`src/rtl/fifo_pkg.sv`:
```
// Shared definitions for the 40-bit task fifo, its writer side and this reader.
package fifo_pkg;
  localparam int FIFO_WIDTH   = 40;
  localparam int FIFO_COUNT_W = 4;

  typedef logic [FIFO_WIDTH-1:0] fifo_word_t;
endpackage

```
`src/rtl/fifo_reader_buf.sv`:
```
// Circular register buffer of DEPTH words with occupancy and registered head word.
module fifo_reader_buf
  import fifo_pkg::*;
#(
  parameter  int WIDTH = FIFO_WIDTH,
  parameter  int DEPTH = 3,
  localparam int PTR_W = (DEPTH > 1) ? $clog2(DEPTH) : 1,
  localparam int OCC_W = $clog2(DEPTH + 1)
) (
  input  logic             clock_i,
  input  logic             reset_i,
  input  logic             clear_i,
  input  logic             push_i,
  input  logic [WIDTH-1:0] push_data_i,
  input  logic             pop_i,
  output logic [OCC_W-1:0] occ_o,
  output logic [WIDTH-1:0] head_o
);

  localparam logic [PTR_W-1:0] LAST_PTR = PTR_W'(DEPTH - 1);

  logic [PTR_W-1:0] wptr_q, wptr_d;
  logic [PTR_W-1:0] rptr_q, rptr_d;
  logic [OCC_W-1:0] occ_q, occ_d;
  logic [WIDTH-1:0] mem_q [DEPTH];
  logic             do_pop;

  assign do_pop = pop_i && (occ_q != '0);

  always_comb begin
    wptr_d = wptr_q;
    rptr_d = rptr_q;
    occ_d  = occ_q;
    // Pointers wrap modulo DEPTH, which need not be a power of two.
    if (push_i) wptr_d = (wptr_q == LAST_PTR) ? '0 : wptr_q + 1'b1;
    if (do_pop) rptr_d = (rptr_q == LAST_PTR) ? '0 : rptr_q + 1'b1;
    case ({push_i, do_pop})
      2'b10:   occ_d = occ_q + OCC_W'(1);
      2'b01:   occ_d = occ_q - OCC_W'(1);
      default: occ_d = occ_q;
    endcase
  end

  always_ff @(posedge clock_i) begin
    if (reset_i || clear_i) begin
      wptr_q <= '0;
      rptr_q <= '0;
      occ_q  <= '0;
    end else begin
      wptr_q <= wptr_d;
      rptr_q <= rptr_d;
      occ_q  <= occ_d;
    end
  end

  generate
    for (genvar gi = 0; gi < DEPTH; gi++) begin : g_entry
      always_ff @(posedge clock_i) begin
        if (reset_i) begin
          mem_q[gi] <= '0;
        end else if (push_i && !clear_i && (wptr_q == PTR_W'(gi))) begin
          mem_q[gi] <= push_data_i;
        end
      end
    end
  endgenerate

  assign occ_o  = occ_q;
  assign head_o = mem_q[rptr_q];

endmodule

```
`src/rtl/fifo_reader.sv`:
```
// Read-side master for the task fifo: issues reads with a headroom rule and
// hides the fifo's one-cycle read latency behind a small prefetch buffer.
module fifo_reader
  import fifo_pkg::*;
#(
  parameter  int WIDTH     = FIFO_WIDTH,
  parameter  int COUNT_W   = FIFO_COUNT_W,
  parameter  int BUF_DEPTH = 3,
  localparam int LVL_W     = $clog2(BUF_DEPTH + 1)
) (
  input  logic               clock,
  input  logic               reset,
  output logic               fifo_ren,
  input  logic [WIDTH-1:0]   fifo_rdata,
  input  logic [COUNT_W-1:0] fifo_count,
  input  logic               clear,
  output logic               out_valid,
  input  logic               out_ready,
  output logic [WIDTH-1:0]   out_data,
  output logic [LVL_W-1:0]   level
);

  logic             pend_q, pend_d;
  logic [LVL_W-1:0] occ;
  logic             pop;

  // Count the in-flight word so the buffer always has room when it lands.
  assign level     = occ + LVL_W'(pend_q);
  assign fifo_ren  = !reset && !clear && (fifo_count != '0)
                     && (level < LVL_W'(BUF_DEPTH));
  assign out_valid = (occ != '0) && !clear;
  assign pop       = out_valid && out_ready;
  assign pend_d    = fifo_ren;

  always_ff @(posedge clock) begin
    if (reset) begin
      pend_q <= 1'b0;
    end else begin
      pend_q <= pend_d;
    end
  end

  fifo_reader_buf #(
    .WIDTH (WIDTH),
    .DEPTH (BUF_DEPTH)
  ) u_buf (
    .clock_i     (clock),
    .reset_i     (reset),
    .clear_i     (clear),
    .push_i      (pend_q),
    .push_data_i (fifo_rdata),
    .pop_i       (pop),
    .occ_o       (occ),
    .head_o      (out_data)
  );

endmodule

```
`config.mk`:
```
export PLATFORM = sky130hd
export DESIGN_NAME = fifo_reader
export DESIGN_NICKNAME = d
export VERILOG_FILES = /design/src/rtl/fifo_pkg.sv /design/src/rtl/fifo_reader_buf.sv /design/src/rtl/fifo_reader.sv
export SDC_FILE = /design/constraint.sdc
export NUM_CORES = 1
export LEC_CHECK = 0
export CAP_MARGIN = 20
export CORE_MARGIN = 4
export CORE_UTILIZATION = 45
export DETAILED_ROUTE_END_ITERATION = 16
export PLACE_DENSITY = 0.73
export SYNTH_ARGS = -nofsm -noshare
export SYNTH_HDL_FRONTEND = slang
export SYNTH_SLANG_ARGS = --single-unit
```
`constraint.sdc`:
```
create_clock -name clock -period 5.32 [get_ports clock]
set_input_delay 0.532 -clock clock [delete_from_list [all_inputs] [get_ports clock]]
set_output_delay 0.532 -clock clock [all_outputs]
set_load 0.03 [all_outputs]
```
==> flow_summary_export.csv, run 1 <==
group,metric,value,unit
synthesis,synth.yosys.seq_area_share,65.7,%
floorplan,rows,41,
clock_tree,clock-sinks,129,
setup_path,path_cells,"buf_4, mux2i_1, o21ai_0, clkdlybuf4s50_1",
placed_design,port_buffers,91,
hold_path,hold_path.class,"flop to flop",
setup_path,critPathKind,"flop to output pin",
setup_path,crit_buf_inv,2,
timing,relSlewSlack,29.9,%
grt,antenna_found_initial,0,
power_and_ir_drop,p_leak,2.59,nW
setup_path,crit_slowest_cell,"clkdlybuf4s50_1",
floorplan,die-area,14700,um^2
run_status,status,"completed",
clock_tree,clock_path_buffers,2,
detailed_routing,drt-vias-per-instance,4.92,
floorplan,dieWidth,121,um
synthesis,avgSynthCellArea,13.2,um^2
setup_path,cpPeakStageDelay,0.73,ns
clock_tree,cts_setup_buffers,0,
synthesis,syn-num-nets,487,
setup_path,worst-path-stages,4,
finish,layout_common_cells,"edfxtp_1 (120), clkdlybuf4s50_1 (91), and2_1 (80)",
placed_design,hpwl,6780,um
finish,drive_gt1_share,14.5,%
detailed_routing,drc_errors,0,
detailed_routing,finalWirelength,11600,um
timing,tightest_slew,1.05,ns
hold_path,worstHoldPathCells,2,
finish,num-fill-cells,1019,
finish,multiInputGateArea,1840,um^2
power_and_ir_drop,vdd.ir_drop.worst,0.000142,V
setup_path,critPathLaunchType,"flop",
floorplan,fp.dieH,121,um
finish,layout_commonest_cell,"edfxtp_1",
clock_tree,clkTransAtPathRegs,0.05,ns
setup_path,cp_data_required_time,4.79,ns
timing,fin_skew,0.0117,ns
timing,holdWs,0.539,ns
clock_tree,cts_hold_buf,0,
finish,area_growth,27.3,%
grt,grt_max_degree,81,
detailed_routing,num_vias,3490,
timing,timing.fmax,304,MHz
grt,grt_pass1_wl,18500,um
floorplan,core-area,12600,um^2
setup_path,critPathTopFamily,"buffers and inverters",
clock_tree,ctsResizeCount,0,
timing,rsz0062_at_grt,"false",
clock_tree,cts_tree,"yes",
detailed_routing,ant_nets,0,
setup_path,end_kind,"output pin",
setup_path,crit_fanout,23,
clock_tree,h-tree-depth,4,
setup_path,r2r_cells,2,
finish,fin_nets,575,
grt,grt_overflow,0,
detailed_routing,first_pass_iters,4,
timing,slew_viol_final,0,
placed_design,place.gp.congestion,0.758,
timing,hold_viol_final,0,
finish,antenna-diode-count,0,
run,maxCapViolCount,0,
clock_tree,cts_made_buffers,17,
timing,finalSetupTns,0,ns
floorplan,io_pins,92,
setup_path,arrival,2.76,ns
finish,seq_area,3790,um^2
finish,final_core_util,58.4,%
timing,period_share,61.8,%
synthesis,syn-cell-area,5760,um^2
clock_tree,cts_root_buffer,"clkbuf_16",
grt,grt_use_total,16.5,%
floorplan,start_util,45.8,%
grt,grt_pass1_vias,3768,
synthesis,ys_ff_latch,129,
timing,min_period,3.29,ns
power_and_ir_drop,p_per_area,321,nW/um^2
detailed_routing,drt_iter0_markers,195,
timing,setup_viol,0,
synthesis,yosys_warnings,0,
synthesis,syn_inst,437,
detailed_routing,wire_per_inst,16.3,um
clock_tree,insertion_delay,0.41,ns
synthesis,synth.distinct_cells,31,
per-stage QoR:
step / setup slack, ns / std cells / cell area (um^2) / power (W)
2_1_floorplan: 3.24 / 437 / 5760 / 0.00127
3_3_place_gp: 2.36 / 677 / 6800 / 0.00136
3_5_place_dp: 2.33 / 678 / 6820 / 0.00137
4_1_cts: 1.98 / 710 / 7330 / 0.00237
5_1_grt: 1.88 / 710 / 7330 / 0.00244
6_report: 2.03 / 710 / 7330 / 0.00236
worst min-delay path, stage by stage, from the launching register on:
cell and delay, ns:
dfxtp_1 0.31, o21ai_0 0.07, a21boi_0 0.11
cells by family (layout without fill, tap and decap cells):
group / count (synthesis) / after routing / share of synthesized area (%)
AOI/OAI and AO/OA: 53 / 53 / 4.97
xor gates and xnor gates: 3 / 3 / 0.456
adders and majority gates: 2 / 2 / 0.434
buffers and inverters: 32 / 133 / 2.50
DFF: 129 / 129 / 65.7
muxes: 41 / 41 / 7.12
and+or+nand+nor: 177 / 177 / 18.8
final cells by class:
class | instances | area share (%)
Multi-Input combinational cell | 276 | 25.0
Sequential cell | 129 | 51.6
Tap cell | 172 | 2.93
Inverter | 4 | 0.205
Timing Repair Buffer | 97 | 13.2
Clock inverter | 2 | 0.136
Clock buffer | 30 | 6.87
final timing paths:
kind                                 from  slack (ns)                               end
max                                  flop        2.03                      out_data[31]
min          u_buf.rptr_q[1]$_SDFFE_PN0N_        0.54                              flop
max reg2reg             pend_q$_SDFF_PP0_        3.40  u_buf.mem_q[0][33]$_SDFFCE_PN0P_
min reg2reg  u_buf.rptr_q[1]$_SDFFE_PN0N_        0.54                              flop
metal layers:
metal / vias to the layer above / share of wire, % / GRT usage (%)
li1: 1710 / - / -
met3: 10 / 6.1 / 5.92
met5: - / 0 / 0
met4: 0 / 0.93 / 5.32
met2: 84 / 50 / 28.1
met1: 1686 / 43 / 19.6
where the power goes:
part	internal, W	total [W]	leakage [nW]	switching (W)
sequential	0.00115	0.00116	1.32	0.0000129
clock	0.000631	0.00101	0.251	0.000376
combinational	0.0000819	0.000186	1.02	0.000104
state kept, by name (all words and copies together), names as in the netlist, named ones only:
register and cells:
pend_q 1, u_buf.mem_q 120, u_buf.occ_o 2, u_buf.rptr_q 2, u_buf.wptr_q 2
synthesized netlist by cell type (all sizes together):
library cell / n / area (um^2)
nand4: 1 / 6.26
xor2: 2 / 17.5
nand2: 41 / 154
ha: 2 / 25.0
o21ai: 43 / 215
edfxtp: 120 / 3600
a31o: 2 / 17.5
o41ai: 1 / 8.76
nor2: 4 / 15.0
a21oi: 3 / 15.0
nand2b: 1 / 6.26
and2: 120 / 801
nor4b: 1 / 23.8
o21bai: 1 / 7.51
and2b: 2 / 17.5
and4b: 1 / 11.3
xnor2: 1 / 8.76
clkbuf: 22 / 92.6
a21o: 1 / 7.51
nor3: 3 / 15.0
nand4b: 1 / 8.76
buf: 6 / 36.3
a21boi: 2 / 15.0
nor4: 1 / 21.3
dfxtp: 9 / 180
inv: 4 / 15.0
mux2i: 41 / 410
or3: 1 / 6.26
(Power assumes the default switching activity.)
==> inputs of run 2 (changes only) <==
==> constraint.sdc (replaced) <==
create_clock -name clock -period 3.1 [get_ports clock]
set_input_delay 0.31 -clock clock [delete_from_list [all_inputs] [get_ports clock]]
set_output_delay 0.31 -clock clock [all_outputs]
set_load 0.03 [all_outputs]
==> run 2 against run 1 <==
Against the previous run: cell count grew 0.56%; design area increased by 1.4%; wire length shrank 0.18%; critical path type unchanged; largest cell class unchanged.
==> flow_summary_export.csv, run 2 (synthesis gave the netlist of run 1 again) <==
group,metric,value,unit
power_and_ir_drop,vdd.ir_drop.worst,0.000322,V
clock_tree,clkTransAtPathRegs,0.06,ns
finish,fin_area,7440,um^2
detailed_routing,drt-vias-per-instance,4.95,
floorplan,io_pins,92,
clock_tree,clock_path_buffers,2,
setup_path,crit_slowest_cell,"clkdlybuf4s50_1",
clock_tree,cts_tree,"yes",
timing,min_period,2.79,ns
timing,relSlewSlack,49.9,%
floorplan,core-area,12600,um^2
run,maxCapViolCount,0,
finish,layout_commonest_cell,"edfxtp_1",
grt,grt_use_total,16.8,%
finish,area_growth,29.1,%
setup_path,critPathLaunchType,"flop",
detailed_routing,finalWirelength,11600,um
floorplan,rows,41,
grt,grt_pass1_vias,3785,
finish,fin_nets,579,
timing,tightest_slew,0.751,ns
clock_tree,h-tree-depth,4,
finish,final_core_util,59.2,%
timing,hold_viol_final,0,
clock_tree,cts_made_buffers,17,
clock_tree,cts_setup_buffers,0,
placed_design,port_buffers,91,
run_status,status,"completed",
clock_tree,ctsResizeCount,0,
setup_path,cpPeakStageDelay,0.73,ns
finish,antenna-diode-count,0,
timing,finalSetupTns,0,ns
detailed_routing,drc_errors,0,
floorplan,die-area,14700,um^2
timing,period_share,89.8,%
timing,holdWs,0.544,ns
placed_design,placed_cell_area,6840,um^2
placed_design,place.gp.congestion,0.745,
setup_path,cp_data_required_time,2.79,ns
power_and_ir_drop,p_per_area,571,nW/um^2
setup_path,arrival,2.48,ns
floorplan,dieWidth,121,um
finish,num-fill-cells,1010,
clock_tree,insertion_delay,0.41,ns
grt,grt_max_degree,45,
finish,drive_gt1_share,16.8,%
timing,timing.fmax,359,MHz
floorplan,fp.dieH,121,um
finish,regMostFlops,"u_buf.mem_q",
detailed_routing,ant_nets,0,
timing,rsz0062_at_grt,"false",
timing,slew_viol_final,0,
setup_path,crit_fanout,15,
finish,layout_common_cells,"edfxtp_1 (120), clkdlybuf4s50_1 (91), and2_1 (80)",
timing,setup_viol,0,
grt,grt_pass1_wl,18700,um
clock_tree,cts_root_buffer,"clkbuf_16",
setup_path,critPathKind,"flop to output pin",
grt,grt_overflow,0,
finish,largest_register_ffs,120,
setup_path,path_cells,"buf_4, mux2i_1, o21ai_0, clkdlybuf4s50_1",
timing,fin_skew,0.0126,ns
hold_path,hold_path.class,"flop to flop",
grt,antenna_found_initial,0,
setup_path,end_kind,"output pin",
detailed_routing,wire_per_inst,16.2,um
placed_design,hpwl,7260,um
detailed_routing,drt_iter0_markers,251,
detailed_routing,first_pass_iters,5,
power_and_ir_drop,p_leak,2.66,nW
detailed_routing,num_vias,3534,
floorplan,start_util,45.8,%
clock_tree,cts_hold_buf,0,
clock_tree,clock-sinks,129,
==> run 2: cell types whose count changed in the layout (fill, tap and decap cells not counted) <==
| cell | previous run | this run |
|---|---|---|
| inv_4 | 0 | 1 |
| buf_12 | 1 | 0 |
| clkbuf_8 | 3 | 4 |
| buf_4 | 5 | 10 |
| clkbuf_1 | 10 | 1 |
| clkinv_2 | 2 | 5 |
| clkbuf_16 | 17 | 20 |
| clkinv_4 | 0 | 1 |
==> run 2: cell type report <==
class / instances / area (um^2) / area share (%)
Timing Repair Buffer: 101 / 986 / 13.3
Sequential cell: 129 / 3790 / 50.9
Multi-Input combinational cell: 276 / 1840 / 24.7
Inverter: 4 / 15.0 / 0.202
Clock buffer: 25 / 559 / 7.52
Clock inverter: 7 / 40.0 / 0.538
Tap cell: 172 / 215 / 2.89
==> run 2: per-layer routing <==
metal,part of all wire [%],global-route usage [%],routed length (um)
met3,6.0,5.41,696
met1,42,19.5,4850
met5,0,0,0
met2,51,28.8,5890
met4,1.2,6.51,142
==> run 2: path summary, 6_finish.rpt <==
path,startpoint,endpoint,slack (ns),cells after the start
worst min register to register,u_buf.rptr_q[1]$_SDFFE_PN0N_,flop,0.54,2
worst max register to register,pend_q$_SDFF_PP0_,u_buf.mem_q[1][31]$_SDFFCE_PN0P_,1.31,4
worst max-delay path,flop,out_data[18],0.31,4
worst min-delay path,u_buf.rptr_q[1]$_SDFFE_PN0N_,flop,0.54,2
==> run 2: critical path, delay by kind of cell (launching register included) <==
| kind | cells | cell delay (ns) |
|---|---|---|
| buf+inv | 2 | 1.08 |
| flops | 1 | 0.62 |
| compound gates | 1 | 0.25 |
| mux | 1 | 0.10 |
==> run 2: metrics by stage <==
| step | cells | setup WS, ns | total power, W |
|---|---|---|---|
| after floorplan | 437 | 1.24 | 0.00218 |
| after CTS | 714 | 0.263 | 0.00428 |
| after global routing | 714 | 0.143 | 0.00438 |
| after global placement | 682 | 0.596 | 0.00234 |
| final | 714 | 0.315 | 0.00425 |
| after detailed placement | 682 | 0.534 | 0.00235 |
==> run 2: power by group <==
group          internal [W]  total, W  leakage, nW  switching, W
Combinational      0.000141  0.000319         1.04      0.000178
Clock               0.00125   0.00193        0.305      0.000689
Sequential          0.00197   0.00199         1.32     0.0000220
==> inputs of run 3 (changes only) <==
--- a/config.mk
+++ b/config.mk
@@ -10,6 +10,7 @@
 export CORE_UTILIZATION = 45
 export DETAILED_ROUTE_END_ITERATION = 16
 export PLACE_DENSITY = 0.73
+export SKIP_CTS_REPAIR_TIMING = 1
 export SYNTH_ARGS = -nofsm -noshare
 export SYNTH_HDL_FRONTEND = slang
 export SYNTH_SLANG_ARGS = --single-unit
==> results of run 3 <==
No change in the layout: final DEF, timing and power equal those of run 2.
